`src/rtl/oam_dma_arbiter_pkg.sv`:
```
// Shared typedefs and address defaults for the CPU/OAM-DMA bus arbiter.
// The ALIGN state is only reachable when NESV_DMA_ALIGN_EN is defined.
package oam_dma_arbiter_pkg;

  localparam logic [15:0] DMA_REG_ADDR_DEFAULT  = 16'h4014;
  localparam logic [15:0] OAM_DATA_ADDR_DEFAULT = 16'h2004;
  localparam int          XFER_LEN_DEFAULT      = 256;

  typedef enum logic [2:0] {
    IDLE  = 3'd0,
    HALT  = 3'd1,
    ALIGN = 3'd2,
    READ  = 3'd3,
    WRITE = 3'd4
  } dma_state_t;

  // One bus access as seen by the memory map.
  typedef struct packed {
    logic [15:0] addr;
    logic        rw;
    logic [7:0]  wdata;
  } bus_req_t;

  function automatic bus_req_t make_req(input logic [15:0] addr, input logic rw,
                                        input logic [7:0] wdata);
    bus_req_t r;
    r.addr  = addr;
    r.rw    = rw;
    r.wdata = wdata;
    return r;
  endfunction

endpackage

```
`src/rtl/oam_dma_arbiter.sv`:
```
// Shares the CPU system bus between the 6502 core and the sprite OAM DMA engine.
// Define NESV_DMA_ALIGN_EN to add the odd-cycle ALIGN dummy read before the copy.
module oam_dma_arbiter
  import oam_dma_arbiter_pkg::*;
#(
  parameter logic [15:0] DMA_REG_ADDR  = DMA_REG_ADDR_DEFAULT,
  parameter logic [15:0] OAM_DATA_ADDR = OAM_DATA_ADDR_DEFAULT,
  parameter int          XFER_LEN      = XFER_LEN_DEFAULT
) (
  input  logic        clk,
  input  logic        reset,
  input  logic [15:0] cpu_addr,
  input  logic        cpu_rw,
  input  logic [7:0]  cpu_wdata,
  output logic [7:0]  cpu_rdata,
  output logic        cpu_halt,
  output logic [15:0] bus_addr,
  output logic        bus_rw,
  output logic [7:0]  bus_wdata,
  input  logic [7:0]  bus_rdata,
  output logic        dma_busy
);

  // XFER_LEN is a power of two no larger than 256, so the last index fits in idx.
  localparam logic [7:0] IDX_LAST = 8'(XFER_LEN - 1);

  dma_state_t  state_reg, state_next;
  logic [7:0]  idx_reg;
  logic [7:0]  page_reg;
  logic [7:0]  data_buf_reg;
  logic [15:0] last_addr_reg;
  logic        trigger;
  logic        idx_last;
  bus_req_t    bus_req;

  assign trigger  = (cpu_rw == 1'b0) && (cpu_addr == DMA_REG_ADDR);
  assign idx_last = (idx_reg == IDX_LAST);

`ifdef NESV_DMA_ALIGN_EN
  logic cycle_odd_reg;

  always_ff @(posedge clk) begin
    if (reset) begin
      cycle_odd_reg <= 1'b0;
    end else begin
      cycle_odd_reg <= ~cycle_odd_reg;
    end
  end
`endif

  always_ff @(posedge clk) begin
    if (reset) begin
      state_reg <= IDLE;
    end else begin
      state_reg <= state_next;
    end
  end

  always_comb begin
    state_next = state_reg;
    case (state_reg)
      IDLE: begin
        if (trigger) begin
          state_next = HALT;
        end
      end
      HALT: begin
`ifdef NESV_DMA_ALIGN_EN
        state_next = cycle_odd_reg ? ALIGN : READ;
`else
        state_next = READ;
`endif
      end
      ALIGN:   state_next = READ;
      READ:    state_next = WRITE;
      WRITE:   state_next = idx_last ? IDLE : READ;
      default: state_next = IDLE;
    endcase
  end

  // Re-trigger writes are ignored outside IDLE because only IDLE looks at trigger.
  always_ff @(posedge clk) begin
    if (reset) begin
      idx_reg       <= 8'd0;
      page_reg      <= 8'd0;
      data_buf_reg  <= 8'd0;
      last_addr_reg <= 16'd0;
    end else begin
      case (state_reg)
        IDLE: begin
          last_addr_reg <= cpu_addr;
          if (trigger) begin
            page_reg <= cpu_wdata;
            idx_reg  <= 8'd0;
          end
        end
        READ: begin
          data_buf_reg <= bus_rdata;
        end
        WRITE: begin
          idx_reg <= idx_last ? 8'd0 : idx_reg + 8'd1;
        end
        default: begin
        end
      endcase
    end
  end

  // Bus mux: CPU passes straight through in IDLE; DMA owns the bus otherwise.
  always_comb begin
    bus_req  = make_req(cpu_addr, cpu_rw, cpu_wdata);
    cpu_halt = 1'b0;
    case (state_reg)
      IDLE: begin
      end
      HALT, ALIGN: begin
        bus_req  = make_req(last_addr_reg, 1'b1, 8'd0);
        cpu_halt = 1'b1;
      end
      READ: begin
        bus_req  = make_req({page_reg, idx_reg}, 1'b1, 8'd0);
        cpu_halt = 1'b1;
      end
      WRITE: begin
        bus_req  = make_req(OAM_DATA_ADDR, 1'b0, data_buf_reg);
        cpu_halt = 1'b1;
      end
      default: begin
      end
    endcase
  end

  assign bus_addr  = bus_req.addr;
  assign bus_rw    = bus_req.rw;
  assign bus_wdata = bus_req.wdata;
  assign cpu_rdata = bus_rdata;
  assign dma_busy  = (state_reg != IDLE);

endmodule

```
`config.mk`:
```
export PLATFORM = sky130hd
export DESIGN_NAME = oam_dma_arbiter
export DESIGN_NICKNAME = d
export VERILOG_FILES = /design/src/rtl/oam_dma_arbiter_pkg.sv /design/src/rtl/oam_dma_arbiter.sv
export SDC_FILE = /design/constraint.sdc
export NUM_CORES = 1
export LEC_CHECK = 0
export CORE_MARGIN = 3
export CORE_UTILIZATION = 49
export CTS_CLUSTER_DIAMETER = 30
export CTS_CLUSTER_SIZE = 8
export DETAILED_ROUTE_END_ITERATION = 6
export PLACE_DENSITY = 0.87
export SLEW_MARGIN = 25
export SYNTH_ARGS = -nofsm -noshare
export SYNTH_HDL_FRONTEND = slang
export SYNTH_SLANG_ARGS = --single-unit
```
`constraint.sdc`:
```
create_clock -name clk -period 2.5 [get_ports clk]
set_clock_uncertainty 0.1 [all_clocks]
set_input_delay 0.625 -clock clk [delete_from_list [all_inputs] [get_ports clk]]
set_output_delay 0.625 -clock clk [all_outputs]
set_load 0.005 [all_outputs]
```
## Yosys cells after proc, flatten, opt, wreduce, memory -nomap -nowiden

Index checks and enable logic that the tools add are counted.

- Add/subtract/negate cells: 1
- Equal/unequal tests: 7
- Mux-type cells: 8
- Bitwise gates (word level): 1
- Reductions and logical operators: 8

Operators by type and width:

| operator | count |
|---|---|
| 25-bit case mux with 3 select lines | 1 |
| 16-bit by 15-bit equality test with 1-bit output (second input constant) | 1 |
| 8-bit 2-to-1 mux | 2 |
| 8-bit case mux with 2 select lines | 1 |
| 3-bit case mux with 4 select lines | 1 |
| 8-bit by 1-bit adder with 8-bit output (second input constant) | 1 |
| 8-bit equality test (second input constant) | 1 |
| 3-bit by 2-bit equality test with 1-bit output (second input constant) | 2 |
| 2-bit AND reduction | 2 |
| 4-bit OR reduction | 1 |
| 3-bit by 1-bit equality test with 1-bit output (second input constant) | 1 |
| 3-bit equality test (second input constant) | 1 |
| 3-bit logical NOT | 1 |
| 3-bit 2-to-1 mux | 1 |
| 3-bit nonzero test | 1 |
| 2-bit 2-to-1 mux | 1 |
| 2-bit inequality test (second input constant) | 1 |
| 2-bit nonzero test | 1 |
| 2-bit OR reduction | 1 |
| 1-bit logical AND | 1 |
| 1-bit 2-to-1 mux | 1 |
| 1-bit inverter | 1 |

- Bits in registers: 43
- Input port bits: 35

## Depth between registers and ports, before layout

- Depth after elaboration: 4
- Gate-level depth with buffers: 9

## Worst setup path after synthesis

OpenSTA, ideal clock, no wires.

- Kind: reg2out
- Start: register state_reg[0]
- End: output port bus_wdata[0]
- Data arrival time: 1.398 ns
- Required time: 1.775 ns
- Setup slack: 0.377 ns
- Stages on the path, launching flop included: 9
- Path buffers: 3
- Path through: dfxtp_1 -> buf_6 -> or2_1 -> buf_6 -> nor2_8 -> inv_2 -> buf_6 -> nand2_1 -> a22o_1

- Cells in the longest elaborated chain, start to end: 3
- Elaborated cells on any way between the ends: 6
- Classes of those cells: 4 x eq/ne; 1 x mux; 1 x reduce/logical

Ends and longest elaborated chain:

| element | line | text |
|---|---|---|
| from (decl) | oam_dma_arbiter.sv:27 | `dma_state_t state_reg, state_next;` |
| from (signal assigned) | oam_dma_arbiter.sv:55 | `state_reg <= state_next;` |
| 3-bit by 1-bit equality test with 1-bit output / 3-bit by 2-bit equality test with 1-bit output (equally long branches) | oam_dma_arbiter.sv:113 | `case (state_reg)` |
| 2-bit OR reduction (no source line) | n/a |  |
| 25-bit case mux with 3 select lines (*) | oam_dma_arbiter.sv:113 |  |
| to (decl) | oam_dma_arbiter.sv:19 | `output logic [7:0] bus_wdata,` |

Every way passes the cells marked *; elsewhere a longest branch is shown, timed or not.

## Worst setup path in the final report

- Start: register state_reg[1]
- End: output port bus_addr[5]

- Cells in the longest elaborated chain, start to end: 3
- Elaborated cells on any way between the ends: 6
- Classes of those cells: 4 x eq/ne; 1 x mux; 1 x reduce/logical

Ends and longest elaborated chain:

| element | line | text |
|---|---|---|
| 3-bit by 1-bit equality test with 1-bit output / 3-bit by 2-bit equality test with 1-bit output (equally long branches) | oam_dma_arbiter.sv:113 |  |
| 2-bit OR reduction (no source line) | n/a |  |
| 25-bit case mux with 3 select lines (*) | oam_dma_arbiter.sv:113 |  |
| to (decl) | oam_dma_arbiter.sv:17 | `output logic [15:0] bus_addr,` |

Marked as above.

==> flow_summary.yaml <==
outcome:
  status: "complete, but fails checks"
  violations: "setup timing"
critical_path:
  crit_path_end_kind: "primary output"
  cp_top_family: "buffers and inverters"
  worstPathMaxFanout: 4
  critical_path_class: "flip-flop to primary output"
  reg2reg_slack_ns: 0.49
  cp_cell_sequence: "or2_4, buf_6, buf_6, maj3_1, a21boi_1, buf_2"
  slowest_stage: "dfxtp_4"
  cp_slowest_stage_delay_ns: 0.36
  r2r-end: "page_reg[1]"
  cp_num_buf_inv: 3
  reg2reg_depth: 8
  startpoint_type: "flip-flop"
  timing.rr.start: "state_reg[1]"
  path_common_cell: "buf_6"
  critPathArrivalTime_ns: 1.79
  cp.required_ns: 1.77
floorplan:
  placementRows: 25
  io_pins: 70
  core_area_sq_um: 4910
  die_x_um: 78.6
  die-area_sq_um: 6180
  initial_core_util_pct: 52.6
  die_y_um: 78.6
timing:
  fin_crit_ns: 2.51
  slew_viol_final: 0
  relSlewSlack_pct: 62.0
  setup_slack_ns: -0.0119
  tightest_slew_ns: 0.568
  hold_violations: 0
  max_freq_ghz: 0.398
  fin_crit_sh_pct: 100
  rsz0062_at_grt: "yes"
  setup_viol: 2
place:
  routabilityCongestion: 0.881
  port-buffer-count: 69
  dp_hpwl_mm: 5.14
  dpl.cell_count: 460
hold_path:
  hold_class: "flip-flop to flip-flop"
  whs_path_depth: 2
  holdPathEnd: "last_addr_reg[12]"
  min_from: "last_addr_reg[12]"
pwr:
  irDropWorstVdd_v: 0.000555
  power_leakage_nw: 1.48
  power_mw: 3.62
  powerDensity_nw_per_um2: 984
  switching_share_pct: 38.3
  p_sw_mw: 1.39
  p_seq_share_pct: 23.5
  pwr-share-comb_pct: 58.3
  internal-power_mw: 2.23
  clkPwrFrac_pct: 18.2
synthesis:
  synth-seq-area-share_pct: 33.3
  syn_area_sq_um: 2580
  ys_warn_count: 0
  synthDistinctLibCells: 49
  synth-seq-cells: 43
  synth_edf_count: 0
  syn-num-nets: 353
  async_reset_ff_share_pct: 0
  ys_top_cells_by_area: "dfxtp_1, mux2i_1, nand2_1, a21oi_1, nand2b_1"
  syn_area_per_cell_sq_um: 8.15
  synth_cells: 317
  ys.flop_type: "dfxtp_1"
  synth.largest_area_cell: "dfxtp_1"
  synth_top_area_share_pct: 33.3
run:
  max-cap-violations: 0
drt:
  wl_per_cell_um: 16.4
  vias_per_cell: 5.71
  ant_nets: 0
  drc: 0
  drt_wl_total_mm: 7.75
  vias: 2701
  drt_iter0_markers: 171
  drtPass1Iterations: 4
finish:
  n_antenna_cell: 0
  fin_nets: 441
  largest_reg_flops: 16
  drive_above_1_share_pct: 20.2
  syn_to_final_growth_pct: 42.4
  finalNonFillerCells: 473
clocking:
  cts.clk_slew.worst_paths_ns: 0.09
  cts_hold_buf: 0
  numCtsBuffers: 5
  htree_levels: 2
  cts_tree: "yes"
  cts_max_path_buffers: 2
  cts.sinks: 43
  clk_latency_ns: 0.31
  cts-root-buf: "clkbuf_8"
global_route:
  grt_max_degree: 54
  antenna_found_initial: 0
  grt_usage_pct: 25.2
  grt_pass1_wl_mm: 12.4
  grt-ovfl-total: 0
  grt_pass1_vias: 2662
==> metal layers <==
layer	up-vias	wire [um]	global-route usage, %	share of wire [%]
li1	1291	-	-	-
met1	1253	3080	29.0	40
met2	126	3820	43.1	49
met3	31	569	7.22	7.3
met4	0	285	11.0	3.7
met5	-	0	0	0
==> synth_stat cells, drive strengths merged, types with 2 or more instances <==
cell type / count
nand2: 50
dfxtp: 43
mux2i: 29
a21oi: 26
o21ai: 22
buf: 20
nand2b: 18
nor2: 16
clkbuf: 11
maj3: 10
nand3: 10
a21boi: 9
a22o: 7
o22ai: 5
inv: 4
nor4: 4
o211ai: 3
a211oi: 2
and3: 2
nor2b: 2
nor3: 2
nor3b: 2
or2: 2
==> worst min-delay path: cells and delay by family (launching register included) <==
| family | cells | cell delay (ns) |
|---|---|---|
| flip-flops | 1 | 0.32 |
| AND/OR/NAND/NOR | 1 | 0.05 |
| AO/OA/AOI/OAI | 1 | 0.05 |
==> stage by stage <==
| step | worst slack (ns) | hold WS, ns | TNS (ns) | cell area, sq um | util, % |
|---|---|---|---|---|---|
| floorplan | 0.377 | 0.332 | 0 | 2580 | - |
| global placement | -0.199 | 0.340 | -3.56 | 3470 | 70.6 |
| detailed placement | -0.267 | 0.350 | -4.13 | 3470 | 70.6 |
| CTS | -0.164 | 0.362 | -0.275 | 3670 | 74.6 |
| global route | -0.0596 | 0.377 | -0.145 | 3680 | 75.0 |
| finish | -0.0119 | 0.363 | -0.0124 | 3680 | 75.0 |
==> cells by family after synthesis <==
kind of cell    synth area share, %
compound gates                 20.8
xor+xnor                      0.339
fa+ha+maj                      4.36
mux                            11.7
buf+inv                        8.32
flops                          33.3
simple gates                   21.2
==> how the worst max path moves through the flow <==
stage	endpoint	depth (start not counted)	start
2_1_floorplan	bus_wdata[0]	8	state_reg[0]
3_3_place_gp	bus_addr[5]	4	cpu_addr[5]
3_5_place_dp	bus_addr[9]	4	cpu_addr[9]
4_1_cts	bus_addr[2]	6	state_reg[0]
5_1_grt	bus_addr[5]	6	state_reg[1]
6_report	bus_addr[5]	6	state_reg[1]
==> power groups by stage <==
stage,sequential [mW],combinational (mW),clock [mW]
2_1_floorplan,0.837,1.10,0
3_3_place_gp,0.846,1.93,0
3_5_place_dp,0.853,1.99,0
4_1_cts,0.843,2.04,0.660
5_1_grt,0.864,2.27,0.686
6_report,0.851,2.11,0.658
==> cell usage in the layout (no fill, tap or decap), types with 2 or more instances in the layout <==
cell type        count
buf_6                7
clkbuf_8             5
nand2_2              2
buf_2                5
clkdlybuf4s15_1      6
nor2_1              13
buf_4               33
nor4_1               4
nand2b_1            17
nand3_1             10
a21boi_1             2
a211oi_1             2
a22o_1               7
maj3_2               3
and3_1               2
o22ai_1              5
clkdlybuf4s50_1     41
o211ai_1             3
clkbuf_2             5
a21oi_1             26
nor2b_1              2
maj3_1               7
nand2_1             47
inv_1                3
bufinv_16            2
a21boi_0             5
buf_12               3
dfxtp_1             42
mux2i_1             29
o21ai_0             22
a21boi_2             2
dlygate4sd2_1       11
==> layout make-up <==
type                    instances  area (sq um)
clock buffers                   5          68.8
clock inverters                 3          67.6
fillers                       339          1230
inverters                       4          15.0
multi-input cells             239          1570
flip-flops and latches         43           865
well taps                      67          83.8
repair buffers                112          1020
==> repair_timing <==
item                       4_1_cts  5_1_grt
setup endpoints to repair       27       13
gates cloned                     1        0
setup buffers                    3        1
gates resized for setup         68       25
pin swaps                        1        5
No activity file was read; power rests on OpenSTA's default activity.
